## config.mk

```make
export PLATFORM = sky130hd
export DESIGN_NAME = sign_mag_accum_flat
export DESIGN_NICKNAME = d
export VERILOG_FILES = /design/src/rtl/sign_mag_accum_pkg.sv /design/src/rtl/sign_mag_accum_if.sv /design/src/rtl/sm_add_core.sv /design/src/rtl/sign_mag_accum.sv /design/src/flat_wrapper.sv
export SDC_FILE = /design/constraint.sdc
export NUM_CORES = 1
export LEC_CHECK = 0
export CAP_MARGIN = 15
export CORE_MARGIN = 2
export CORE_UTILIZATION = 58
export DETAILED_ROUTE_END_ITERATION = 8
export PLACE_DENSITY = 0.86
export SETUP_SLACK_MARGIN = 0.2
export SLEW_MARGIN = 20
export SYNTH_ARGS = -nofsm -noshare
export SYNTH_HDL_FRONTEND = slang
export SYNTH_SLANG_ARGS = --single-unit
```

## constraint.sdc

```tcl
create_clock -name clk -period 9.4 [get_ports clk]
set_input_delay 2.82 -clock clk [delete_from_list [all_inputs] [get_ports clk]]
set_output_delay 2.82 -clock clk [all_outputs]
set_load 0.01 [all_outputs]
```

## src/rtl/sign_mag_accum_pkg.sv

```systemverilog
// Shared definitions for the sign-magnitude accumulator: FSM encoding,
// saturation limit and sign/magnitude field accessors.
`ifndef SIGN_MAG_ACCUM_PKG_SV
`define SIGN_MAG_ACCUM_PKG_SV

`define SM_SIGN(v, w) v[(w)-1]
`define SM_MAG(v, w)  v[(w)-2:0]

package sign_mag_accum_pkg;

    typedef enum logic [1:0] {
        ST_IDLE  = 2'd0,
        ST_ACCUM = 2'd1,
        ST_DONE  = 2'd2
    } state_t;

    // Largest representable magnitude for a WIDTH-bit sign-magnitude word.
    function automatic int max_mag(input int width);
        return (1 << (width - 1)) - 1;
    endfunction

endpackage

`endif

```

## src/rtl/sign_mag_accum_if.sv

```systemverilog
// Operand stream, run control and result bundle between an operand source
// and the sign-magnitude accumulator.
interface sign_mag_accum_if #(
    parameter int WIDTH   = 8,
    parameter int COUNT_W = 4
);
    logic               start;
    logic [COUNT_W-1:0] len;
    logic               in_valid;
    logic [WIDTH-1:0]   in_data;
    logic               in_ready;
    logic               busy;
    logic               done;
    logic [WIDTH-1:0]   result;
    logic               ovf;

    modport master (
        output start, len, in_valid, in_data,
        input  in_ready, busy, done, result, ovf
    );

    modport slave (
        input  start, len, in_valid, in_data,
        output in_ready, busy, done, result, ovf
    );
endinterface

```

## src/rtl/sm_add_core.sv

```systemverilog
// Combinational sign-magnitude add/sub with carry-out of the magnitude sum.
// A zero magnitude is always produced as +0, so a -0 input acts as +0.
module sm_add_core #(
    parameter int WIDTH = 8
) (
    input  logic [WIDTH-1:0] a,
    input  logic [WIDTH-1:0] b,
    output logic [WIDTH-1:0] sum,
    output logic             carry
);
    localparam int MW = WIDTH - 1;

    logic          sign_a;
    logic          sign_b;
    logic          sign_r;
    logic [MW-1:0] mag_a;
    logic [MW-1:0] mag_b;
    logic [MW-1:0] mag_r;
    logic [MW:0]   mag_sum;

    always_comb begin
        sign_a  = `SM_SIGN(a, WIDTH);
        sign_b  = `SM_SIGN(b, WIDTH);
        mag_a   = `SM_MAG(a, WIDTH);
        mag_b   = `SM_MAG(b, WIDTH);
        mag_sum = {1'b0, mag_a} + {1'b0, mag_b};
        carry   = 1'b0;
        sign_r  = 1'b0;
        mag_r   = '0;

        if (sign_a == sign_b) begin
            mag_r  = mag_sum[MW-1:0];
            carry  = mag_sum[MW];
            sign_r = sign_a;
        end else if (mag_a >= mag_b) begin
            mag_r  = mag_a - mag_b;
            sign_r = sign_a;
        end else begin
            mag_r  = mag_b - mag_a;
            sign_r = sign_b;
        end

        // Keep the sign on carry so the saturation mux can reuse it.
        if ((mag_r == '0) && !carry) begin
            sign_r = 1'b0;
        end

        sum = {sign_r, mag_r};
    end
endmodule

```

## src/rtl/sign_mag_accum.sv

```systemverilog
// Run controller: accepts LEN sign-magnitude operands, accumulates them with
// saturation, and pulses done with a final result and sticky overflow flag.
//
//   state    | meaning
//   ST_IDLE  | waiting for start; result/ovf hold the last run's outcome
//   ST_ACCUM | accepting operands, cnt counts remaining beats down to 1
//   ST_DONE  | one-cycle done pulse, result/ovf final
module sign_mag_accum
    import sign_mag_accum_pkg::*;
#(
    parameter int WIDTH   = 8,
    parameter int COUNT_W = 4
) (
    input logic              clk,
    input logic              reset,
    sign_mag_accum_if.slave  bus
);
    localparam logic [WIDTH-2:0]   MAX_MAG_V = (WIDTH - 1)'(max_mag(WIDTH));
    localparam logic [COUNT_W-1:0] CNT_LAST  = COUNT_W'(1);

    state_t             state;
    state_t             state_next;
    logic [WIDTH-1:0]   acc;
    logic [WIDTH-1:0]   acc_next;
    logic [COUNT_W-1:0] cnt;
    logic [COUNT_W-1:0] cnt_next;
    logic               ovf;
    logic               ovf_next;
    logic [WIDTH-1:0]   add_sum;
    logic               add_carry;
    logic               in_ready;
    logic               busy;
    logic               done;

    sm_add_core #(.WIDTH(WIDTH)) u_add (
        .a     (acc),
        .b     (bus.in_data),
        .sum   (add_sum),
        .carry (add_carry)
    );

    always_ff @(posedge clk) begin
        if (reset) begin
            state <= ST_IDLE;
            acc   <= '0;
            cnt   <= '0;
            ovf   <= 1'b0;
        end else begin
            state <= state_next;
            acc   <= acc_next;
            cnt   <= cnt_next;
            ovf   <= ovf_next;
        end
    end

    always_comb begin
        state_next = state;
        acc_next   = acc;
        cnt_next   = cnt;
        ovf_next   = ovf;
        in_ready   = 1'b0;
        busy       = 1'b0;
        done       = 1'b0;

        case (state)
            ST_IDLE: begin
                if (bus.start) begin
                    acc_next = '0;
                    ovf_next = 1'b0;
                    if (bus.len != '0) begin
                        cnt_next   = bus.len;
                        state_next = ST_ACCUM;
                    end else begin
                        state_next = ST_DONE;
                    end
                end
            end
            ST_ACCUM: begin
                in_ready = 1'b1;
                busy     = 1'b1;
                if (bus.in_valid) begin
                    if (add_carry) begin
                        acc_next = {add_sum[WIDTH-1], MAX_MAG_V};
                        ovf_next = 1'b1;
                    end else begin
                        acc_next = add_sum;
                    end
                    cnt_next = cnt - CNT_LAST;
                    if (cnt == CNT_LAST) begin
                        state_next = ST_DONE;
                    end
                end
            end
            ST_DONE: begin
                busy       = 1'b1;
                done       = 1'b1;
                state_next = ST_IDLE;
            end
            default: begin
                state_next = ST_IDLE;
            end
        endcase
    end

    assign bus.in_ready = in_ready;
    assign bus.busy     = busy;
    assign bus.done     = done;
    assign bus.result   = acc;
    assign bus.ovf      = ovf;
endmodule

```

## src/flat_wrapper.sv

```systemverilog
// flat-port wrapper written by rule: the top's interface ports become plain ports
module sign_mag_accum_flat import sign_mag_accum_pkg::*;
#(
    parameter int WIDTH   = 8,
    parameter int COUNT_W = 4
)
  (clk, reset, bus_start, bus_len, bus_in_valid, bus_in_data, bus_in_ready, bus_busy, bus_done, bus_result, bus_ovf);
  sign_mag_accum_if #(.WIDTH(WIDTH), .COUNT_W(COUNT_W)) bus_i ();
  input logic clk;
  input logic reset;
  input wire logic [$bits(bus_i.start)-1:0] bus_start;
  input wire logic [$bits(bus_i.len)-1:0] bus_len;
  input wire logic [$bits(bus_i.in_valid)-1:0] bus_in_valid;
  input wire logic [$bits(bus_i.in_data)-1:0] bus_in_data;
  output wire logic [$bits(bus_i.in_ready)-1:0] bus_in_ready;
  output wire logic [$bits(bus_i.busy)-1:0] bus_busy;
  output wire logic [$bits(bus_i.done)-1:0] bus_done;
  output wire logic [$bits(bus_i.result)-1:0] bus_result;
  output wire logic [$bits(bus_i.ovf)-1:0] bus_ovf;
  assign bus_i.start = bus_start;
  assign bus_i.len = bus_len;
  assign bus_i.in_valid = bus_in_valid;
  assign bus_i.in_data = bus_in_data;
  assign bus_in_ready = bus_i.in_ready;
  assign bus_busy = bus_i.busy;
  assign bus_done = bus_i.done;
  assign bus_result = bus_i.result;
  assign bus_ovf = bus_i.ovf;
  sign_mag_accum #(.WIDTH(WIDTH), .COUNT_W(COUNT_W)) u_core (.clk(clk), .reset(reset), .bus(bus_i));
endmodule
```

==> summary.md, run 1 <==
| Metric | Value |
|---|---|
| RSZ-0062 raised after global routing | no |
| Yosys reg bits | 15 |
| Die ar. | 3420 µm² |
| Max Buffers Root-to-Sink | 2 |
| First-pass GRT wire length | 6.60 mm |
| CP Max Fanout | 9 |
| Slowest CP cell | clkdlybuf4s50_1 |
| Required time worst endpoint | 9.58 ns |
| Dpl hpwl | 3.27 mm |
| Initial antenna violation count | 0 |
| Multi-input gate area in the final layout | 1240 µm² |
| Setup crit end kind | register |
| Hold Vio Cnt, Final | 0 |
| Initial core utilization | 61.9% |
| Hold crit path type | register to register |
| Final Skew | 0.0127 ns |
| Dpl cells | 275 |
| Vias in the first global route | 1,547 |
| Final setup violation count | 0 |
| Storage element area | 300 µm² |
| Die height | 58.5 µm |
| Actual slew at the worst max-slew pin | 0.751 ns |
| Number of flops mapped to enable cells by yosys | 0 |
| Post-Syn Nets | 271 |
| Tot GR Track Use | 24.6% |
| Leak pwr | 0.891 nW |
| Routed wl met3 | 151 µm |
| Switching fraction of total power | 47.8% |
| Post-DR vias/cell | 5.98 |
| Clock power share | 8.5% |
| Core Region | 2780 µm² |
| Register area share after synthesis | 17.5% |
| Root Buffer | clkbuf_4 |
| H-tree levels | 1 |
| Area contributors post-synth | ha_1 19%, dfxtp_1 17%, a21oi_1 6.4%, inv_1 6.3%, nor2_1 5.7% |
| Wire length per cell | 14.2 µm |
| Worst path cell trace | clkdlybuf4s50_1 > ha_1 > a21oi_1 > o31ai_1 > a22o_1 > o31a_1 > a221oi_1 > xnor2_1 > o2111ai_1 > o41a_1 |
| Ys async rst share | 0% |
| Commonest non-fill, non-tap cell in the layout | inv_1 |
| Slew headroom | 49.6% |
| Max Fclk | 184 MHz |
| CP Data Arrival Time | 5.61 ns |
| Postcts setup bufs | 0 |
| # fillers | 243 |
| Slew Limit Fails | 0 |
| Run status | finished, final reports clean |
| # clock sinks | 15 |
| Avg Cell Area, Syn | 7.61 µm² |
| Via count | 1,668 |
| Top cell type by total area after synthesis | ha_1 |
| DRC Markers | 0 |
| WL met2 | 1.92 mm |
| Max_cap viols | 0 |
| Placer Congestion | 0.917 |
| Antenna Violating Nets Remaining | 0 |
| Yosys Warn Count | 0 |
| CP max stage delay | 0.46 ns |
| Rows | 19 |
| Metal-1 WL | 1.86 mm |
| Crit path kind | primary input to register |
| Post-DP Area | 1970 µm² |
| Antenna cells | 0 |
| DRT Pass-1 Iters | 4 |
| Top Layer Used | met4 |
| Top-level port count | 28 |
| First DRT Iteration DRCs | 94 |
| Drt total wl | 3.97 mm |
| Resized cells post-CTS | 0 |
| PortBufs | 27 |
| Prevailing post-synth register cell | dfxtp_1 |
| Post-Layout Cell Count | 279 |
| Layout cell share with drive strength beyond 1 | 4.03% |
| CTS tree | yes |
| Final period util | 57.7% |
| Worst skew pair latency | 0.29 ns |
| Cell Pwr Density | 214 nW/µm² |
| Die X-Extent | 58.5 µm |
| Worst vdd ir | 0.000235 V |
| Setup_tns | 0 ns |
| Internal power | 0.000223 W |
| Clk slew on worst S/H paths | 0.10 ns |
| Post-route cell area | 2000 µm² |
| Synthesized instance count | 226 |
| Area growth from synthesis to layout | 16.4% |
| Synth unique cells | 45 |
| Most frequent cells in the layout | 29 x inv_1, 27 x clkdlybuf4s50_1, 26 x nor2_1, 26 x ha_1, 22 x a21oi_1 |
| Startpoint Class | primary input |
| Nets | 294 |
| Comb pwr share | 67.4% |
| Clock period minus worst slack | 5.42 ns |
| Post-Syn Area | 1720 µm² |
| Grt total ovfl | 0 |
| Inserted Clock Buffers | 3 |
| NetSw | 0.000204 W |
| Yosys top cell area share | 18.9% |
| Hold-fix buffers at CTS | 0 |
| Sequential share of power | 24.1% |
| Largest net degree at the start of global routing | 17 |
## power groups by stage
stage / clock [W] / sequential [W] / combinational, W
2_1_floorplan: 0 / 0.000102 / 0.000211
3_3_place_gp: 0 / 0.000104 / 0.000278
3_5_place_dp: 0 / 0.000104 / 0.000284
4_1_cts: 0.0000367 / 0.000103 / 0.000287
5_1_grt: 0.0000410 / 0.000106 / 0.000321
6_report: 0.0000364 / 0.000103 / 0.000288
## cells by family after synthesis
| family | count (synthesis) | share of synthesized area, % |
|---|---|---|
| mux | 6 | 3.49 |
| buf+inv | 40 | 10.2 |
| simple gates | 61 | 15.8 |
| compound gates | 69 | 27.6 |
| flops | 15 | 17.5 |
| fa+ha+maj | 29 | 22.4 |
| xor+xnor | 6 | 3.05 |
## cell usage after synthesis, types with 3 or more instances
master,number
a211oi_1,3
a21o_1,6
a21oi_1,22
a221oi_1,3
a22oi_1,5
buf_6,3
clkbuf_1,4
dfxtp_1,15
fa_1,3
ha_1,26
inv_1,29
mux2i_1,6
nand2_1,17
nor2_1,26
nor2b_1,4
nor3_1,5
o21ai_0,7
o21bai_1,3
xnor2_1,5
## per-layer routing
| metal | global-route usage [%] | up-vias |
|---|---|---|
| met5 | 0 | - |
| met2 | 43.5 | 45 |
| met3 | 1.54 | 6 |
| li1 | - | 830 |
| met4 | 6.98 | 0 |
| met1 | 32.0 | 787 |
## per-stage QoR
stage / power (W) / hold slack (ns) / util [%] / worst slack, ns
after global placement: 0.000382 / 0.493 / 71.0 / 3.77
after CTS: 0.000426 / 0.523 / 72.0 / 4.02
after detailed placement: 0.000388 / 0.510 / 71.0 / 3.73
after floorplan: 0.000313 / 0.490 / - / 4.35
after global routing: 0.000468 / 0.543 / 72.0 / 3.84
final: 0.000428 / 0.518 / 72.0 / 3.98
## worst max-delay path, delay by kind of cell
kind	cells	cell delay, ns
XOR/XNOR	1	0.18
buffers and inverters	1	0.46
adder cells (fa/ha/maj)	1	0.40
AO/OA/AOI/OAI	7	1.75
## sequential cells by signal (all words and copies together), names as in the netlist
name,count
u_core.state,2
u_core.bus.result,8
u_core.cnt,4
u_core.bus.ovf,1
## final cells by class
type	instances	area share [%]
Clock buffer	3	1.13
Clock inverter	1	0.250
Inverter	30	5.63
Multi-Input combinational cell	171	62.2
Sequential cell	15	15.0
Tap cell	31	1.94
Timing Repair Buffer	28	13.9
## path summary, 6_finish.rpt
kind	startpoint	end	slack (ns)	cells after the start
setup / recovery	bus_in_data[2]	u_core.bus.result[7]	3.98	10
hold / removal	u_core.bus.result[5]	u_core.bus.result[5]	0.52	2
setup reg to reg	u_core.bus.result[2]	u_core.bus.result[7]	6.49	10
hold reg to reg	u_core.bus.result[5]	u_core.bus.result[5]	0.52	2
Note: power is estimated with default switching activity, not from simulation.
==> run 2, diff against run 1 <==
--- a/config.mk
+++ b/config.mk
@@ -7,9 +7,9 @@
 export LEC_CHECK = 0
 export CAP_MARGIN = 15
 export CORE_MARGIN = 2
-export CORE_UTILIZATION = 58
+export CORE_UTILIZATION = 54
 export DETAILED_ROUTE_END_ITERATION = 8
-export PLACE_DENSITY = 0.86
+export PLACE_DENSITY = 0.81
 export SETUP_SLACK_MARGIN = 0.2
 export SLEW_MARGIN = 20
 export SYNTH_ARGS = -nofsm -noshare
==> constraint.sdc (replaced) <==
create_clock -name clk -period 5.3 [get_ports clk]
set_input_delay 1.59 -clock clk [delete_from_list [all_inputs] [get_ports clk]]
set_output_delay 1.59 -clock clk [all_outputs]
set_load 0.01 [all_outputs]
==> run 2 against run 1 <==
Utilization down 5.9 points. First-iteration DRC count shrank 29%. Hold slack improved by 0.0014 ns. Clock power grew 93%. Total power increased by 78%. Non-clock buffer count unchanged. Largest power group unchanged.
==> summary.md, run 2 (synthesized netlist as in run 1, its figures left out) <==
| Metric | Value |
|---|---|
| Run status | finished, final reports clean |
| Sequential share of power | 24.1% |
| Resized cells post-CTS | 0 |
| DRC Markers | 0 |
| Setup_tns | 0 ns |
| Reg2Reg Depth | 10 |
| CTS tree | yes |
| Multi-input gate area in the final layout | 1240 µm² |
| Max Fclk | 239 MHz |
| Initial antenna violation count | 0 |
| H-tree levels | 1 |
| First-pass GRT wire length | 6.89 mm |
| Post-DP Area | 1990 µm² |
| Crit path kind | primary input to register |
| Post-Layout Cell Count | 292 |
| Via count | 1,668 |
| Antenna Violating Nets Remaining | 0 |
| Hold crit path type | register to register |
| Worst vdd ir | 0.000336 V |
| Die height | 60.4 µm |
| CP Data Arrival Time | 4.37 ns |
| Wire length per cell | 13.8 µm |
| Layout cell share with drive strength beyond 1 | 4.03% |
| HP Start | u_core.bus.ovf |
| Clk slew on worst S/H paths | 0.09 ns |
| RSZ-0062 raised after global routing | no |
| Clock period minus worst slack | 4.18 ns |
| R2r setup slk | 2.39 ns |
| Reg2reg end | u_core.bus.result[7] |
| Slew Limit Fails | 0 |
| Hold Vio Cnt, Final | 0 |
| Vias in the first global route | 1,541 |
| Post-route cell area | 2020 µm² |
| Tot GR Track Use | 24.5% |
| Inserted Clock Buffers | 3 |
| PortBufs | 27 |
| Dpl hpwl | 3.18 mm |
| Placer Congestion | 0.956 |
| Internal power | 0.000395 W |
| Nets | 294 |
| # fillers | 285 |
| Max reg flops | 8 |
| Cell Pwr Density | 378 nW/µm² |
| CP startpoint | bus_in_data[2] |
| Die ar. | 3650 µm² |
| Worst R2R Start | u_core.bus.result[2] |
| Most frequent cells in the layout | 29 x inv_1, 27 x clkdlybuf4s50_1, 26 x nor2_1, 26 x ha_1, 22 x a21oi_1 |
| Storage element area | 300 µm² |
| Grt total ovfl | 0 |
| Setup crit end kind | register |
| First DRT Iteration DRCs | 67 |
| Worst setup margin | 1.12 ns |
| Core Region | 3050 µm² |
| Final period util | 78.8% |
| DRT Pass-1 Iters | 4 |
| Antenna cells | 0 |
| Final Skew | 0.00846 ns |
| Die X-Extent | 60.4 µm |
| Leak pwr | 0.891 nW |
| Initial core utilization | 56.4% |
| Postcts setup bufs | 0 |
| CP Capture Point | u_core.bus.result[7] |
| Clock power share | 9.2% |
| Largest net degree at the start of global routing | 17 |
| Dpl cells | 288 |
| Dpl ws | 0.851 ns |
| Drt total wl | 4.02 mm |
| Root Buffer | clkbuf_4 |
| Hold-fix buffers at CTS | 0 |
| Worst skew pair latency | 0.30 ns |
| Startpoint Class | primary input |
| Required time worst endpoint | 5.49 ns |
| NetSw | 0.000367 W |
| Slew headroom | 46.7% |
| Top-level port count | 28 |
| Area growth from synthesis to layout | 17.3% |
| Commonest non-fill, non-tap cell in the layout | inv_1 |
| Comb pwr share | 66.6% |
| Final setup violation count | 0 |
| CP Max Fanout | 9 |
| Max Buffers Root-to-Sink | 2 |
| Actual slew at the worst max-slew pin | 0.795 ns |
| # clock sinks | 15 |
| Post-DR vias/cell | 5.71 |
| Switching fraction of total power | 48.2% |
| Rows | 20 |
| Max_cap viols | 0 |
## run 2: worst min-delay path by stage
stage,end,slack (ns),cells past startpoint
floorplan,u_core.state[0],0.49,2
global placement,u_core.bus.ovf,0.49,2
detailed placement,u_core.bus.ovf,0.50,2
CTS,u_core.bus.ovf,0.53,2
global route,u_core.bus.result[5],0.55,2
finish,u_core.bus.ovf,0.52,2
## run 2: cell type report
cell class	count	share of cell area, %
clock inverters	1	0.248
well taps	44	2.73
flip-flops and latches	15	14.9
multi-input cells	171	61.7
clock buffers	3	1.12
inverters	30	5.58
repair buffers	28	13.8
## run 2: metal layers
layer / global-route usage, % / part of all wire, % / routed length, µm
met5: 0 / 0 / 0
met4: 6.83 / 0.95 / 38
met3: 2.35 / 4.7 / 189
met2: 40.7 / 47 / 1880
met1: 34.0 / 47 / 1900
## run 2: per-stage QoR
step / hold WS [ns] / util (%) / total power [W]
2_1_floorplan: 0.490 / - / 0.000555
3_5_place_dp: 0.499 / 65.2 / 0.000686
6_report: 0.519 / 66.1 / 0.000763
3_3_place_gp: 0.490 / 65.2 / 0.000679
5_1_grt: 0.547 / 66.1 / 0.000831
4_1_cts: 0.530 / 66.1 / 0.000758
## run 2: critical path, stage by stage
cell and delay (ns):
clkdlybuf4s50_1 0.46, ha_1 0.41, a21oi_1 0.23, o31ai_1 0.11, a22o_1 0.26, o31a_1 0.27
a221oi_1 0.32, xnor2_1 0.19, o2111ai_1 0.14, o41a_1 0.38
## run 2: power groups by stage
stage | sequential [W] | combinational [W] | clock, W
2_1_floorplan | 0.000181 | 0.000374 | 0
3_3_place_gp | 0.000185 | 0.000493 | 0
3_5_place_dp | 0.000185 | 0.000501 | 0
4_1_cts | 0.000183 | 0.000504 | 0.0000706
5_1_grt | 0.000190 | 0.000567 | 0.0000743
6_report | 0.000184 | 0.000508 | 0.0000704
==> run 3, diff against run 2 <==
--- a/config.mk
+++ b/config.mk
@@ -7,9 +7,9 @@
 export LEC_CHECK = 0
 export CAP_MARGIN = 15
 export CORE_MARGIN = 2
-export CORE_UTILIZATION = 54
+export CORE_UTILIZATION = 49
 export DETAILED_ROUTE_END_ITERATION = 8
-export PLACE_DENSITY = 0.81
+export PLACE_DENSITY = 0.77
 export SETUP_SLACK_MARGIN = 0.2
 export SLEW_MARGIN = 20
 export SYNTH_ARGS = -nofsm -noshare
==> constraint.sdc (replaced) <==
create_clock -name clk -period 3.6 [get_ports clk]
set_input_delay 1.08 -clock clk [delete_from_list [all_inputs] [get_ports clk]]
set_output_delay 1.08 -clock clk [all_outputs]
set_load 0.01 [all_outputs]
==> run 3 against run 2 <==
Sequential share of layout area shrank 1.9 points. Clock skew shrank 0.0052 ns. Die area grew 9.5%. Count of clock-buffer cells in the layout grew 1. Wire length grew 7.3%. Hold slack lost 0.0038 ns. First-iteration DRC count grew 39%. Final area grew 15%. Global-route usage shrank 1.7 points. Largest cell class unchanged.
==> summary.md, run 3 (synthesized netlist as in run 1, its figures left out) <==
| Metric | Value |
|---|---|
| Clk slew on worst S/H paths | 0.08 ns |
| Die ar. | 4000 µm² |
| Run status | finished, final reports clean |
| Crit path kind | primary input to register |
| Grt total ovfl | 0 |
| Setup crit end kind | register |
| Layout cell share with drive strength beyond 1 | 17.5% |
| Dpl hpwl | 3.44 mm |
| Hold EP | u_core.bus.result[5] |
| Top-level port count | 28 |
| Most frequent cells in the layout | 29 x inv_1, 28 x buf_4, 26 x nor2_1 |
| Leak pwr | 1.04 nW |
| Placer Congestion | 0.901 |
| Via count | 1,765 |
| Wire length per cell | 13.4 µm |
| Post-Layout Cell Count | 321 |
| Final Skew | 0.00324 ns |
| Antenna cells | 0 |
| Root Buffer | clkbuf_4 |
| Largest net degree at the start of global routing | 17 |
| Hold crit path type | register to register |
| Startpoint Class | primary input |
| DRT Pass-1 Iters | 4 |
| Hold-fix buffers at CTS | 0 |
| Dpl cells | 316 |
| Max Buffers Root-to-Sink | 2 |
| Drt total wl | 4.31 mm |
| First-pass GRT wire length | 7.55 mm |
| First DRT Iteration DRCs | 93 |
| RSZ-0062 raised after global routing | no |
| Initial core utilization | 51.2% |
| Initial antenna violation count | 0 |
| Required time worst endpoint | 3.77 ns |
| Area growth from synthesis to layout | 34.4% |
| Cell Pwr Density | 544 nW/µm² |
| HP Start | u_core.bus.result[5] |
| CP Data Arrival Time | 3.50 ns |
| Reg2reg end | u_core.bus.result[7] |
| Post-DR vias/cell | 5.50 |
| Reg2Reg Depth | 9 |
| Max reg flops | 8 |
| Slew Limit Fails | 0 |
| Antenna Violating Nets Remaining | 0 |
| Rows | 21 |
| PortBufs | 27 |
| Max Fclk | 301 MHz |
| CP Max Fanout | 5 |
| CTS tree | yes |
| Worst skew pair latency | 0.28 ns |
| Tot GR Track Use | 22.8% |
| # clock sinks | 15 |
| Vias in the first global route | 1,689 |
| Worst vdd ir | 0.000489 V |
| Final setup violation count | 0 |
| Slew headroom | 66.5% |
| R2r setup slk | 0.71 ns |
| Hold path depth | 2 |
| Core Region | 3360 µm² |
| Nets | 321 |
| # fillers | 319 |
| Max_cap viols | 0 |
| Worst R2R Start | u_core.bus.result[1] |
| Actual slew at the worst max-slew pin | 0.498 ns |
| Setup_tns | 0 ns |
| Final period util | 92.4% |
| Inserted Clock Buffers | 3 |
| DRC Markers | 0 |
| Hold Vio Cnt, Final | 0 |
| Commonest non-fill, non-tap cell in the layout | inv_1 |
| Die X-Extent | 63.3 µm |
| Clock period minus worst slack | 3.33 ns |
| H-tree levels | 1 |
| Die height | 63.3 µm |
-- run 3: changes by cell type in the layout (fill, tap and decap cells not counted), sizes merged --
cell	previous run	this run
buf	1	28
clkbuf	3	4
clkdlybuf4s50	27	21
clkinv	2	1
dlygate4sd2	0	6
-- run 3: metal layers --
metal | vias up | track usage, % | wire length, µm
li1 | 882 | - | -
met1 | 828 | 30.7 | 2020
met2 | 49 | 39.2 | 2030
met3 | 6 | 3.75 | 229
met4 | 0 | 2.99 | 34
met5 | - | 0 | 0
-- run 3: final cells by class --
type	instances	area [µm²]	share of cell area (%)
multi-input combinational	171	1340	58.1
timing repair buffer	55	473	20.5
sequential	15	300	13.0
inverter	30	113	4.87
tap	46	57.6	2.49
clock buffer	4	26.3	1.14
-- run 3: power breakdown --
part | switching, W | leakage [nW] | internal [W]
sequential | 0.0000553 | 0.123 | 0.000214
combinational | 0.000458 | 0.902 | 0.000435
clock | 0.0000531 | 0.0150 | 0.0000430
-- run 3: repair_timing --
action,CTS,global route
buffers inserted,1,0
pin swaps,4,1
setup endpoints to repair,3,1
resized for setup,19,1
hold endpoints to repair,0,0
-- run 3: worst max-delay path by stage --
stage	startpoint	endpoint	slack (ns)	cells after the start
after floorplan	bus_in_data[2]	u_core.bus.result[7]	0.29	10
after global placement	bus_in_data[2]	u_core.bus.result[7]	-0.22	10
after detailed placement	bus_in_data[2]	u_core.bus.result[7]	-0.34	10
after CTS	bus_in_data[6]	u_core.bus.result[7]	0.28	10
after global routing	bus_in_data[6]	u_core.bus.result[7]	0.20	12
final	bus_in_data[6]	u_core.bus.result[7]	0.27	10
-- run 3: critical path: stages --
cell and delay (ns):
clkdlybuf4s50_1 0.48, inv_1 0.07, ha_4 0.24, o2111ai_2 0.07, nor2_1 0.06, a211o_1 0.32
or3_1 0.40, a32oi_2 0.22, mux2i_1 0.14, o41a_1 0.42
-- run 3: stage by stage --
| step | power (W) | util, % | hold WS (ns) | instance area, µm² | worst slack, ns |
|---|---|---|---|---|---|
| after floorplan | 0.000817 | - | 0.490 | 1720 | 0.292 |
| after global placement | 0.00109 | 65.1 | 0.499 | 2190 | -0.215 |
| after detailed placement | 0.00111 | 65.1 | 0.512 | 2190 | -0.339 |
| after CTS | 0.00125 | 68.6 | 0.522 | 2310 | 0.280 |
| after global routing | 0.00139 | 68.8 | 0.555 | 2310 | 0.200 |
| final | 0.00126 | 68.8 | 0.515 | 2310 | 0.273 |
